### config.mk
export PLATFORM = sky130hd
export DESIGN_NAME = regfile_read_arbiter
export DESIGN_NICKNAME = d
export VERILOG_FILES = /design/src/rtl/regfile_read_arbiter.sv
export SDC_FILE = /design/constraint.sdc
export NUM_CORES = 1
export LEC_CHECK = 0
export ABC_AREA = 1
export CAP_MARGIN = 20
export CELL_PAD_IN_SITES_DETAIL_PLACEMENT = 2
export CELL_PAD_IN_SITES_GLOBAL_PLACEMENT = 2
export CORE_UTILIZATION = 21
export DETAILED_ROUTE_END_ITERATION = 10
export PLACE_DENSITY_LB_ADDON = 0.1
export SKIP_CTS_REPAIR_TIMING = 1
export SYNTH_ARGS = -nofsm -noshare
export SYNTH_HDL_FRONTEND = slang
export SYNTH_SLANG_ARGS = --single-unit
### constraint.sdc
create_clock -name clk -period 3.2 [get_ports clk]
set_clock_uncertainty 0.1 [all_clocks]
set_input_delay 0.64 -clock clk [delete_from_list [all_inputs] [get_ports clk]]
set_output_delay 0.64 -clock clk [all_outputs]
set_load 0.005 [all_outputs]
### src/rtl/regfile_read_arbiter.sv
// Round-robin arbiter that shares one 32x64 register-file read port among NREQ requesters.
// The grant is combinational; the response strobe and read data are registered.
module regfile_read_arbiter #(
    parameter int unsigned NREQ     = 3,
    parameter int unsigned ZERO_REG = 31
) (
    input  logic                      clk,
    input  logic                      reset,
    input  logic [NREQ-1:0]           req,
    input  logic [NREQ-1:0][4:0]      req_addr,
    output logic [NREQ-1:0]           gnt,
    output logic [4:0]                mux_addr,
    input  logic [63:0]               mux_data,
    output logic [NREQ-1:0]           rsp_valid,
    output logic [63:0]               rsp_data,
    output logic [15:0]               conflict_cnt
);

    localparam int unsigned PW = (NREQ > 1) ? $clog2(NREQ) : 1;

    logic [PW-1:0] ptr_q, ptr_d;
    logic [PW-1:0] gnt_idx;
    logic [PW:0]   sum;
    logic [PW-1:0] idx;
    logic          found;
    logic          multi_req;
    logic          zero_hit;

    // Scan requesters starting at ptr, wrapping past NREQ-1 back to 0.
    always_comb begin
        found   = 1'b0;
        gnt_idx = '0;
        sum     = '0;
        idx     = '0;
        for (int i = 0; i < NREQ; i++) begin
            sum = {1'b0, ptr_q} + (PW+1)'(i);
            if (sum >= (PW+1)'(NREQ)) begin
                sum = sum - (PW+1)'(NREQ);
            end
            idx = sum[PW-1:0];
            if (!found && req[idx]) begin
                found   = 1'b1;
                gnt_idx = idx;
            end
        end
        if (reset) begin
            found = 1'b0;
        end
    end

    always_comb begin
        gnt      = '0;
        mux_addr = '0;
        ptr_d    = ptr_q;
        if (found) begin
            gnt[gnt_idx] = 1'b1;
            mux_addr     = req_addr[gnt_idx];
            ptr_d        = (gnt_idx == PW'(NREQ - 1)) ? '0 : gnt_idx + PW'(1);
        end
    end

    assign multi_req = (req & (req - NREQ'(1))) != '0;
    assign zero_hit  = mux_addr == 5'(ZERO_REG);

    always_ff @(posedge clk) begin
        if (reset) begin
            ptr_q        <= '0;
            rsp_valid    <= '0;
            rsp_data     <= '0;
            conflict_cnt <= '0;
        end else begin
            ptr_q     <= ptr_d;
            rsp_valid <= gnt;
            if (found) begin
                rsp_data <= zero_hit ? 64'd0 : mux_data;
            end
            if (multi_req && conflict_cnt != 16'hFFFF) begin
                conflict_cnt <= conflict_cnt + 16'd1;
            end
        end
    end

endmodule

# After elaboration in Yosys (flattened, before gate mapping)
# Cells that the tools add are included.
# W data, S select, Z words.
# op_classes
n_eq_ne	3
n_addsub	8
n_reduce_logical	7
muxes	24
n_bitwise	1
magnitude_cmp	8
# ops
cell	count
$mux W64	1
$add A16 B1 Y16 const B	1
$ne A16 B16 Y1 const B	1
$mux W2	7
$lt A2 B3 Y1 const B	4
$bmux W5 S2	1
$mux W5	2
$mux W1	8
$bmux W1 S2	3
$ge A3 B2 Y1 const B	2
$sub A2 B2 Y2 const B	3
$eq A5 B5 Y1 const B	1
$logic_and A1 B1 Y1	4
$add A2 B1 Y3 const B	1
$add A2 B2 Y3 const B	1
$and A3 B3 Y3	1
$mux W3	1
$reduce_bool A3 Y1	1
$sub A3 B1 Y3 const B	1
$add A2 B1 Y2 const B	1
$demux W1 S2	1
$eq A2 B2 Y1 const B	1
$ge A2 B1 Y1 const B	1
$ge A2 B2 Y1 const B	1
$logic_not A1 Y1	2
# totals
elab_cells	55
reg_bits	85
inputBits	84
out_inout_bits	91

# Depth between registers and ports, before layout
# Gate-level depths: netlist of the first run.
# logic_depth
depth_word	16
ltp_mapped	20

# Worst setup path after synthesis of the first run
# No wires, ideal clock.
# synth_timing
path_type	register to output
start	register ptr_q[0]
end	output mux_addr[3]
arrival_time_ns	1.675
slack_ns	0.785
required_ns	2.460
stages_incl_launch_ff	12
path_buffers	0
cell_sequence	dfxtp_1 inv_1 ha_1 o21ai_1 nand2_1 nand4_1 nand2_2 nor2_4 nand2_1 nand2_1 nor2_1 nor2_1
# synth_between
elab_chain_cells	14
word_cells_on_any_way	31
# synth_rtl
element	line_no	text
start, declared	21	logic [PW-1:0] ptr_q, ptr_d;
start signal, assigned	72	ptr_q <= ptr_d;
branches (longest 13 deep; another with $add A2 B1 Y3)	--	
$mux W5 (*)	55	if (found) begin
end, declared	12	output logic [4:0] mux_addr,
# Mark *: on every way between the ends. The select of a mux whose other input is x is not followed.

# Worst setup path in the final report of the first run
# layout_timing
start	register ptr_q[0]
end	output mux_addr[2]
# Same word-level chain as after synthesis.

==> results of run 1 <==
## critical path, cell delays in order (launching register included)
cell and delay, ns:
sky130_fd_sc_hd__dfxtp_4 0.37, sky130_fd_sc_hd__inv_2 0.06, sky130_fd_sc_hd__ha_4 0.25, sky130_fd_sc_hd__o21ai_1 0.23, sky130_fd_sc_hd__nand2_2 0.12, sky130_fd_sc_hd__nand4_1 0.12
sky130_fd_sc_hd__nand2_2 0.06, sky130_fd_sc_hd__buf_4 0.14, sky130_fd_sc_hd__nor2_4 0.12, sky130_fd_sc_hd__buf_4 0.13, sky130_fd_sc_hd__buf_4 0.10, sky130_fd_sc_hd__nand2_2 0.03
sky130_fd_sc_hd__nand2_1 0.07, sky130_fd_sc_hd__nand2_2 0.05, sky130_fd_sc_hd__inv_1 0.05, sky130_fd_sc_hd__dlymetal6s2s_1 0.11
## final timing paths
| check | from | end | slack, ns |
|---|---|---|---|
| setup / recovery | ptr_q[0]$_SDFFE_PP0P_ | mux_addr[2] | 0.08 |
| hold / removal | rsp_data[28]$_SDFFE_PP0P_ | rsp_data[28]$_SDFFE_PP0P_ | 0.36 |
| setup reg to reg | ptr_q[0]$_SDFFE_PP0P_ | rsp_data[56]$_SDFFE_PP0P_ | 0.51 |
| hold reg to reg | rsp_data[28]$_SDFFE_PP0P_ | rsp_data[28]$_SDFFE_PP0P_ | 0.36 |
## layout make-up
class                      count  area, um2  share of cell area (%)
timing repair buffer         197       1970                    30.3
multi-input combinational    424       1840                    28.3
clock inverter                 3       45.0                   0.694
inverter                     104        395                    6.09
clock buffer                  12        256                    3.95
tap                          229        287                    4.41
sequential                    85       1710                    26.3
## logic make-up (layout without fill, tap and decap cells)
family / after synthesis / count (layout) / share of synthesized area (%)
compound gates: 25 / 25 / 3.22
fa+ha+maj: 5 / 5 / 1.58
buf+inv: 126 / 316 / 12.5
xor+xnor: 2 / 2 / 0.442
flops: 85 / 85 / 42.9
simple gates: 392 / 392 / 39.4
## stage by stage
step	hold WS (ns)	power (mW)	utilization, %	TNS (ns)	setup slack [ns]
after floorplan	0.348	2.21	-	0	0.785
after global placement	0.335	3.27	33.2	-1.37	-0.258
after detailed placement	0.343	3.35	33.2	-5.08	-0.381
after CTS	0.358	4.48	34.8	-2.98	-0.466
after global routing	0.373	4.87	35.7	-0.111	-0.111
final	0.356	4.54	35.7	0	0.0833
## power breakdown
part / internal (mW) / switching [mW]
clock: 0.644 / 0.446
combinational: 1.03 / 0.944
sequential: 1.33 / 0.152
## routing by layer
layer | GRT usage [%] | vias up | wire length (um)
met5 | 0 | - | 0
met4 | 5.20 | 0 | 195
met3 | 5.75 | 12 | 1090
met2 | 30.9 | 97 | 8160
met1 | 16.3 | 2170 | 5970
li1 | - | 2244 | -
## layout by cell type, fill, tap and decap left out, types with 2 or more instances in the layout
cell | Yosys | routed
sky130_fd_sc_hd__clkbuf_16 | 0 | 9
sky130_fd_sc_hd__clkinvlp_4 | 0 | 2
sky130_fd_sc_hd__inv_4 | 0 | 2
sky130_fd_sc_hd__clkdlybuf4s50_1 | 0 | 163
sky130_fd_sc_hd__buf_12 | 0 | 2
sky130_fd_sc_hd__nand4_1 | 3 | 3
sky130_fd_sc_hd__nand3_1 | 25 | 23
sky130_fd_sc_hd__nand2_4 | 0 | 2
sky130_fd_sc_hd__nor3b_1 | 3 | 3
sky130_fd_sc_hd__dlymetal6s2s_1 | 0 | 11
sky130_fd_sc_hd__nand3_2 | 0 | 2
sky130_fd_sc_hd__buf_4 | 6 | 21
sky130_fd_sc_hd__o21ai_1 | 2 | 2
sky130_fd_sc_hd__nor3_1 | 9 | 9
sky130_fd_sc_hd__inv_1 | 101 | 99
sky130_fd_sc_hd__dfxtp_1 | 85 | 83
sky130_fd_sc_hd__nand2_1 | 252 | 246
sky130_fd_sc_hd__clkbuf_8 | 0 | 2
sky130_fd_sc_hd__nor2_4 | 1 | 2
sky130_fd_sc_hd__o21ai_0 | 11 | 11
sky130_fd_sc_hd__inv_2 | 3 | 3
sky130_fd_sc_hd__nand2_2 | 5 | 9
sky130_fd_sc_hd__a21oi_1 | 10 | 10
sky130_fd_sc_hd__nor2_1 | 91 | 90
sky130_fd_sc_hd__ha_4 | 0 | 2
sky130_fd_sc_hd__ha_1 | 5 | 2
sky130_fd_sc_hd__nor4_1 | 2 | 2
## state kept, by name (all words and copies together), names as in the netlist
register      count
rsp_data         64
ptr_q             2
conflict_cnt     16
rsp_valid         3
==> results.txt, run 1 <==
----------------------------------------------------
[Drt]
  Number of vias per cell ... 4.29
  Detailed-routing iteration count for the pre-antenna-repair pass ... 4
  Final wirelength ... 15.4 mm
  Post-route ant nets ... 0
  Starting DRT DRC Count ... 90
  Vias after detailed routing ... 4,523
  Count of unresolved DRC violations after routing ... 0
  Routed wire length per instance ... 14.6 um

[GRT]
  Number of antenna violations at the first check in global routing ... 0
  Wire length of the first global-routing pass ... 24.9 mm
  Via count of the first global-routing pass ... 4,990
  Aggregate global-route resource usage ... 16.3%
  Largest net degree at the start of global routing ... 66
  Aggregate global routing overflow ... 0

[Timing]
  Share of the clock period used by the worst path ... 97.4%
  Min Clock Period, post-route ... 3.12 ns
  Setup repair after global routing missed its margin ... true
  Achievable Freq ... 321 MHz
  Worst-margin pin slew ... 0.700 ns
  Max-slew violation count ... 0
  Hold Vio Cnt, Final ... 0
  Number of setup violations in the final report ... 0
  Normalized max-slew margin ... 53.3%

[Yosys]
  Number of storage elements in the synthesis netlist ... 85
  Post-synthesis instance area ... 0.00397 mm2
  Count of mapped cells out of synthesis ... 635
  Sequential-to-total area share from yosys stat ... 42.9%
  Syn. warnings ... 0
  Portion of synthesized cell area occupied by the leading cell type ... 42.9%
  Most frequent cell after synthesis ... sky130_fd_sc_hd__nand2_1
  Synthesized area per cell ... 6.24 um2
  Biggest area contributors in the synthesized netlist ... sky130_fd_sc_hd__dfxtp_1, sky130_fd_sc_hd__nand2_1, sky130_fd_sc_hd__inv_1
  Nets in the synthesized netlist ... 724
  Top cell type by total area after synthesis ... sky130_fd_sc_hd__dfxtp_1
  Top_reg_cell synth ... sky130_fd_sc_hd__dfxtp_1
  Top cell types by occurrence after synthesis ... sky130_fd_sc_hd__nand2_1, sky130_fd_sc_hd__inv_1, sky130_fd_sc_hd__nor2_1, sky130_fd_sc_hd__dfxtp_1, sky130_fd_sc_hd__nand3_1
  Synth async-reset ratio ... 0%
  EDFF count, synth ... 0
  Post-synth cell types ... 24

[Power]
  Power density over cell area ... 700 mW/mm2
  Worst ir drop on vdd ... 0.000241 V
  Lkg Pwr ... 3.20 nW

[Clocking]
  Clock transition at the register clock pins on the worst setup and hold paths after CTS ... 0.06 ns
  Source-to-sink clock delay at the later pin of the worst-skew pair ... 0.34 ns
  CTS tree ... built
  Number of buffers inserted during clock tree synthesis ... 9
  Buffer cell driving the clock tree root ... sky130_fd_sc_hd__clkbuf_16
  Number of sinks on the clock net ... 85
  Number of buffers between clock root and the deepest sink ... 2
  Number of levels the H-tree was split into ... 3

[Flow run]
  Maxcap violations ... 0

[Placed design]
  Total cell area at the placement stage ... 0.00604 mm2
  Quantity of I/O buffers inserted on ports ... 174
  RePlAce Congestion ... 0.850
  Detailed-placement wirelength estimate ... 11.4 mm
  Placed Cells incl. Taps ... 1,032

[Final layout]
  Final standard cell count with taps included and fillers excluded ... 1,054
  Filler cells ... 2,138
  Layout area overhead ... 63.8%
  Layout cell share with drive strength beyond 1 ... 7.52%
  Antenna diodes ... 0
  Final net count ... 910
  Final cell area excluding filler cells ... 0.00649 mm2

[Floorplan]
  Initial Utilization ... 21.8%
  Rows ... 49
  Standard cell core area ... 0.0182 mm2
  Chip Height ... 139 um
  Die area ... 0.0194 mm2
  Number of top-level pins ... 175
  Overall die width ... 139 um

[Status]
  Run status ... finished clean

[Min path]
  Hold Crit Depth ... 2
  Path type of the worst min-delay path ... flip-flop to flip-flop

[Critical path]
  Arrival time of the worst setup path ... 2.38 ns
  Required time of the critical path ... 2.46 ns
  Kind of end point of the critical path ... primary output
  Top fanout value on the critical path ... 7
  Depth of the worst register-to-register path ... 18
  Kind of critical path ... flip-flop to primary output
  Launching element type of the critical path ... flip-flop

----------------------------------------------------
(Power assumes the default switching activity.)
==> inputs of run 2 (changes only) <==
- GPL_TIMING_DRIVEN: not set -> 0
- clock period: 3.2 -> 3 ns (I/O delays scaled with it)
==> run 2 against run 1 <==
Effect of this change: the run now ends with setup timing left; via count up 0.91%; cell area grew 1.2%; critical path depth shrank 1; sequential power increased by 7%; critical endpoint is now gnt[0].
==> results.txt, run 2 (synthesis gave the netlist of run 1 again) <==
----------------------------------------------------
[Floorplan]
  Die area ... 0.0194 mm2 (unchanged)
  Number of top-level pins ... 175 (unchanged)
  Overall die width ... 139 um (unchanged)
  Rows ... 49 (unchanged)
  Standard cell core area ... 0.0182 mm2 (unchanged)
  Initial Utilization ... 21.8% (unchanged)
  Chip Height ... 139 um (unchanged)

[Power]
  Power density over cell area ... 764 mW/mm2 (+9.2%)
  Clock share of power ... 24.1% (about the same)
  Sw Share ... 34.4% (+0.51 points)
  Lkg Pwr ... 3.15 nW (-1.4%)
  Sw Pwr ... 1.73 mW (+12%)
  Worst ir drop on vdd ... 0.000305 V (+26%)
  Post-layout power ... 5.02 mW (+10%)
  Internal power ... 3.29 mW (+9.6%)
  Part of the power in combinational logic ... 44.4% (+1.0 points)
  Sequential group share of total power ... 31.5% (-1.1 points)

[Drt]
  Routed wire length per instance ... 14.8 um (+1.2%)
  Count of unresolved DRC violations after routing ... 0 (unchanged)
  Number of vias per cell ... 4.27 (-0.51%)
  Final wirelength ... 15.8 mm (+2.7%)
  Post-route ant nets ... 0 (unchanged)
  Starting DRT DRC Count ... 80 (-11%)
  Vias after detailed routing ... 4,564 (+0.91%)
  Detailed-routing iteration count for the pre-antenna-repair pass ... 4 (unchanged)

[Critical path]
  Worst R2R Setup Slack ... 0.19 ns (-0.32 ns)
  Top fanout value on the critical path ... 7 (unchanged)
  Reg-to-Reg Start ... ptr_q[0]$_SDFFE_PP0P_
  Arrival time of the worst setup path ... 2.49 ns (+0.11 ns)
  Launching element type of the critical path ... flip-flop
  Depth of the worst register-to-register path ... 21 (+3)
  Kind of critical path ... flip-flop to primary output
  Capture instance of the worst register-to-register path ... rsp_data[11]$_SDFFE_PP0P_
  Kind of end point of the critical path ... primary output
  Required time of the critical path ... 2.30 ns (-0.16 ns)

[Timing]
  Min Clock Period, post-route ... 3.19 ns
  Achievable Freq ... 314 MHz
  Number of setup violations in the final report ... 2 (+2)
  Share of the clock period used by the worst path ... 106%
  Hold Vio Cnt, Final ... 0 (unchanged)
  Worst hold slack across all endpoints ... 0.355 ns (-0.000410 ns)
  Setup repair after global routing missed its margin ... true
  Min setup slack post-route ... -0.189 ns (-0.273 ns)
  Normalized max-slew margin ... 66.9% (+14 points)
  Max-slew violation count ... 0 (unchanged)
  Worst-margin pin slew ... 0.496 ns (-0.203 ns)

[GRT]
  Aggregate global routing overflow ... 0 (unchanged)
  Largest net degree at the start of global routing ... 15 (-77%)
  Aggregate global-route resource usage ... 16.1% (-0.11 points)
  Via count of the first global-routing pass ... 4,932 (-1.2%)
  Number of antenna violations at the first check in global routing ... 0 (unchanged)
  Wire length of the first global-routing pass ... 24.6 mm (-1.2%)

[Flow run]
  Maxcap violations ... 0 (unchanged)

[Placed design]
  Detailed-placement wirelength estimate ... 12.2 mm (+6.7%)
  RePlAce Congestion ... 0.759 (-11%)
  Quantity of I/O buffers inserted on ports ... 173 (-0.57%)

[Clocking]
  Number of buffers between clock root and the deepest sink ... 2 (unchanged)
  Source-to-sink clock delay at the later pin of the worst-skew pair ... 0.34 ns (about the same)
  Clock transition at the register clock pins on the worst setup and hold paths after CTS ... 0.07 ns (about the same)
  Number of levels the H-tree was split into ... 3 (unchanged)
  CTS tree ... built
  Number of buffers inserted during clock tree synthesis ... 9 (unchanged)
  Buffer cell driving the clock tree root ... sky130_fd_sc_hd__clkbuf_16
  Number of sinks on the clock net ... 85 (unchanged)

[Status]
  Violated checks ... setup timing
  Run status ... finished with violations

[Final layout]
  Final net count ... 924 (+1.5%)
  Filler cells ... 2,145 (+0.33%)
  Antenna diodes ... 0 (unchanged)
  Commonest non-fill, non-tap cells in the layout ... sky130_fd_sc_hd__nand2_1, sky130_fd_sc_hd__clkdlybuf4s50_1, sky130_fd_sc_hd__inv_1
  Layout cell share with drive strength beyond 1 ... 9.29% (+1.8 points)
  Max FFs per register ... 64 (unchanged)
  Layout area overhead ... 65.7%
  Registers with the most flip-flops ... rsp_data (64), conflict_cnt (16), rsp_valid (3)
  Largest Register ... rsp_data
  Most frequent standard cell in the layout excluding fill and tap cells ... sky130_fd_sc_hd__nand2_1

[Min path]
  Startpoint of the most critical hold path ... rsp_data[24]$_SDFFE_PP0P_
  End of the worst hold path ... rsp_data[24]$_SDFFE_PP0P_
  Path type of the worst min-delay path ... flip-flop to flip-flop
  Hold Crit Depth ... 2 (unchanged)

----------------------------------------------------
==> run 2: layer usage <==
| metal | part of all wire (%) | global-route usage, % | vias up |
|---|---|---|---|
| met5 | 0 | 0 | - |
| met4 | 1.5 | 4.68 | 0 |
| met3 | 6.1 | 5.33 | 16 |
| met2 | 52 | 30.4 | 95 |
| met1 | 40 | 16.9 | 2179 |
| li1 | - | - | 2274 |
==> run 2: worst max-delay path: stages, from the launching register on <==
cell and delay [ns]:
sky130_fd_sc_hd__dfxtp_4 0.35, sky130_fd_sc_hd__buf_4 0.14, sky130_fd_sc_hd__ha_4 0.17, sky130_fd_sc_hd__inv_2 0.06
sky130_fd_sc_hd__nand2_1 0.06, sky130_fd_sc_hd__nand3_2 0.09, sky130_fd_sc_hd__nand2_4 0.09, sky130_fd_sc_hd__nand2_1 0.08
sky130_fd_sc_hd__nand2_1 0.06, sky130_fd_sc_hd__nand2_2 0.09, sky130_fd_sc_hd__nand2_4 0.08, sky130_fd_sc_hd__nor2_4 0.17
sky130_fd_sc_hd__nand2_1 0.12, sky130_fd_sc_hd__inv_1 0.07, sky130_fd_sc_hd__clkdlybuf4s50_1 0.51
==> run 2: worst max-delay path by stage <==
stage | from | end | slack (ns) | cells after the start
after floorplan | ptr_q[0]$_SDFFE_PP0P_ | mux_addr[3] | 0.63 | 11
after global placement | req[1] | gnt[2] | -0.63 | 11
after detailed placement | req[1] | gnt[1] | -0.73 | 11
after CTS | ptr_q[0]$_SDFFE_PP0P_ | gnt[1] | -0.83 | 11
after global routing | ptr_q[0]$_SDFFE_PP0P_ | gnt[0] | -0.31 | 14
final | ptr_q[0]$_SDFFE_PP0P_ | gnt[0] | -0.19 | 14
==> run 2: cell type report <==
cell class                      count  area (um2)  share of cell area [%]
Buffer                             22         110                    1.68
Clock buffer                       11         233                    3.54
Clock inverter                      5        85.1                    1.29
Inverter                          104         400                    6.09
Multi-Input combinational cell    424        1890                    28.8
Sequential cell                    85        1710                    26.0
Tap cell                          229         287                    4.36
Timing Repair Buffer              189        1860                    28.2
==> run 2: through the flow <==
| stage | util, % | instance area (um2) | setup WS [ns] | TNS, ns | cells |
|---|---|---|---|---|---|
| 4_1_cts | 34.6 | 6300 | -0.833 | -13.72 | 1053 |
| 5_1_grt | 36.1 | 6570 | -0.309 | -0.988 | 1069 |
| 6_report | 36.1 | 6570 | -0.189 | -0.303 | 1069 |
| 3_3_place_gp | 32.9 | 5980 | -0.631 | -23.71 | 1037 |
| 3_5_place_dp | 32.9 | 5980 | -0.727 | -33.11 | 1037 |
| 2_1_floorplan | - | 3970 | 0.625 | 0 | 635 |
==> run 2: power groups by stage <==
stage | Clock (mW) | Sequential, mW | Combinational, mW
final | 1.21 | 1.58 | 2.23
after detailed placement | 0 | 1.60 | 1.88
after floorplan | 0 | 1.60 | 0.757
after global placement | 0 | 1.58 | 1.82
after CTS | 1.26 | 1.58 | 1.90
after global routing | 1.31 | 1.62 | 2.44
==> inputs of run 3 (changes only) <==
- SKIP_LAST_GASP: not set -> 1
==> run 3 against run 2 <==
Effect of this change: the flow still finishes with violations (setup timing); cell area stayed put; combinational power about the same; via count decreased by 0.15%; cell count unchanged; clock-buffer cell count stayed put; worst hold slack barely moved; register-to-register slack is essentially flat; power shrank 0.18%.
==> results.txt, run 3 (synthesis gave the netlist of run 1 again) <==
----------------------------------------------------
[Status]
  Run status ... finished with violations
  Violated checks ... setup timing

[Clocking]
  Number of sinks on the clock net ... 85 (unchanged)
  Number of levels the H-tree was split into ... 3 (unchanged)
  Buffer cell driving the clock tree root ... sky130_fd_sc_hd__clkbuf_16
  Clock transition at the register clock pins on the worst setup and hold paths after CTS ... 0.07 ns (about the same)
  CTS tree ... built
  Number of buffers inserted during clock tree synthesis ... 9 (unchanged)
  Number of buffers between clock root and the deepest sink ... 2 (unchanged)
  Source-to-sink clock delay at the later pin of the worst-skew pair ... 0.34 ns (about the same)

[Critical path]
  Launching element type of the critical path ... flip-flop
  Max stage delay on crit path ... 0.51 ns (about the same)
  Slowest cell on the critical path ... sky130_fd_sc_hd__clkdlybuf4s50_1
  Most numerous cell on the critical path ... sky130_fd_sc_hd__nand2_1
  Required time of the critical path ... 2.30 ns (about the same)
  Arrival time of the worst setup path ... 2.48 ns (about the same)
  Kind of end point of the critical path ... primary output
  Worst R2R Setup Slack ... 0.20 ns (about the same)
  Top fanout value on the critical path ... 4 (-3)
  Kind of critical path ... flip-flop to primary output
  Critical Path, Cell by Cell ... buf_4 > ha_2 > inv_1 > nand3_2 > nand2_2 > nand2_1 > nand2_1 > nand2_2 > nand2_4 > nor2_4 > nand2_1 > inv_1 > clkdlybuf4s50_1

[Timing]
  Hold Vio Cnt, Final ... 0 (unchanged)
  Worst-margin pin slew ... 0.497 ns (+0.000335 ns)
  Normalized max-slew margin ... 66.9% (about the same)
  Achievable Freq ... 314 MHz (+0.17%)
  Min setup slack post-route ... -0.184 ns (+0.00542 ns)
  Min Clock Period, post-route ... 3.18 ns (-0.00542 ns)
  Max-slew violation count ... 0 (unchanged)
  Setup repair after global routing missed its margin ... true
  Share of the clock period used by the worst path ... 106% (-0.18 points)
  Worst hold slack across all endpoints ... 0.355 ns (-0.0000740 ns)
  Number of setup violations in the final report ... 3 (+1)

[Drt]
  Count of unresolved DRC violations after routing ... 0 (unchanged)
  Final wirelength ... 15.8 mm (-0.40%)
  Number of vias per cell ... 4.26 (-0.15%)
  Routed wire length per instance ... 14.8 um (-0.40%)
  Post-route ant nets ... 0 (unchanged)
  Starting DRT DRC Count ... 91 (+14%)
  Vias after detailed routing ... 4,557 (-0.15%)
  Detailed-routing iteration count for the pre-antenna-repair pass ... 4 (unchanged)

[Floorplan]
  Overall die width ... 139 um (unchanged)
  Die area ... 0.0194 mm2 (unchanged)
  Initial Utilization ... 21.8% (unchanged)
  Rows ... 49 (unchanged)
  Standard cell core area ... 0.0182 mm2 (unchanged)
  Chip Height ... 139 um (unchanged)
  Number of top-level pins ... 175 (unchanged)

[Placed design]
  Detailed-placement wirelength estimate ... 12.2 mm (unchanged)
  RePlAce Congestion ... 0.759 (unchanged)
  Total cell area at the placement stage ... 0.00598 mm2 (unchanged)
  Quantity of I/O buffers inserted on ports ... 173 (unchanged)

[GRT]
  Number of antenna violations at the first check in global routing ... 0 (unchanged)
  Wire length of the first global-routing pass ... 24.6 mm (unchanged)
  Largest net degree at the start of global routing ... 15 (unchanged)
  Aggregate global routing overflow ... 0 (unchanged)
  Via count of the first global-routing pass ... 4,932 (unchanged)
  Aggregate global-route resource usage ... 16.1% (unchanged)

[Final layout]
  Layout area overhead ... 65.7% (unchanged)
  Largest Register ... rsp_data
  Final cell area excluding filler cells ... 0.00657 mm2 (unchanged)
  Area of the multi-input gates ... 0.00188 mm2 (-0.66%)
  Combined flip-flop and latch cell area ... 0.00171 mm2 (unchanged)
  Registers with the most flip-flops ... rsp_data (64), conflict_cnt (16), rsp_valid (3)
  Post-Route Utilization ... 36.1% (unchanged)
  Max FFs per register ... 64 (unchanged)
  Antenna diodes ... 0 (unchanged)
  Filler cells ... 2,150 (+0.23%)
  Commonest non-fill, non-tap cells in the layout ... sky130_fd_sc_hd__nand2_1, sky130_fd_sc_hd__clkdlybuf4s50_1, sky130_fd_sc_hd__inv_1
  Most frequent standard cell in the layout excluding fill and tap cells ... sky130_fd_sc_hd__nand2_1
  Layout cell share with drive strength beyond 1 ... 8.81% (-0.48 points)
  Final net count ... 924 (unchanged)

[Power]
  Power density over cell area ... 763 mW/mm2 (-0.18%)
  Lkg Pwr ... 3.16 nW (+0.26%)
  Worst ir drop on vdd ... 0.000305 V (unchanged)
  Post-layout power ... 5.01 mW (-0.18%)

[Min path]
  Path type of the worst min-delay path ... flip-flop to flip-flop

[Flow run]
  Maxcap violations ... 0 (unchanged)

----------------------------------------------------
[run 3: changes by cell type in the layout (fill, tap and decap cells not counted)]
cell and change:
sky130_fd_sc_hd__clkbuf_2 -2, sky130_fd_sc_hd__clkdlybuf4s50_1 +1, sky130_fd_sc_hd__dlymetal6s2s_1 +1, sky130_fd_sc_hd__nand2_1 +1
sky130_fd_sc_hd__nand2_4 -1, sky130_fd_sc_hd__nand3_1 +1, sky130_fd_sc_hd__nand3_2 -1
[run 3: worst paths after layout]
kind | start | end | depth (start not counted)
max | ptr_q[0]$_SDFFE_PP0P_ | gnt[0] | 13
min | rsp_data[24]$_SDFFE_PP0P_ | rsp_data[24]$_SDFFE_PP0P_ | 2
max reg2reg | ptr_q[0]$_SDFFE_PP0P_ | rsp_data[11]$_SDFFE_PP0P_ | 20
min reg2reg | rsp_data[24]$_SDFFE_PP0P_ | rsp_data[24]$_SDFFE_PP0P_ | 2
[run 3: cell type report]
| cell class | instances | area share [%] |
|---|---|---|
| well taps | 229 | 4.36 |
| flip-flops and latches | 85 | 26.0 |
| clock buffers | 11 | 3.54 |
| repair buffers | 189 | 28.4 |
| multi-input cells | 424 | 28.6 |
| clock inverters | 5 | 1.29 |
| plain buffers | 22 | 1.68 |
| inverters | 104 | 6.09 |
[run 3: power breakdown]
group	internal [mW]	switching (mW)	leakage, nW	total, mW
sequential	1.42	0.164	0.704	1.58
clock	0.734	0.478	0.150	1.21
combinational	1.15	1.07	2.31	2.22
total	3.30	1.71	3.16	5.01
[run 3: critical path: cells and delay by family, from the launching register on]
family / cells / cell delay, ns
buffers and inverters: 4 / 0.78
and+or+nand+nor: 8 / 0.75
adders and majority gates: 1 / 0.24
DFF: 1 / 0.36
[run 3: stage by stage]
step	TNS, ns	worst slack [ns]	instances
6_report	-0.509	-0.184	1069
5_1_grt	-1.38	-0.322	1069
3_3_place_gp	-23.71	-0.631	1037
3_5_place_dp	-33.11	-0.727	1037
4_1_cts	-13.72	-0.833	1053
2_1_floorplan	0	0.625	635
[run 3: per-layer routing]
metal	vias up	track usage, %	share of wire (%)
met5	-	0	0
met4	0	4.68	1.4
met3	14	5.33	6.1
met2	93	30.4	52
met1	2175	16.9	40
li1	2275	-	-
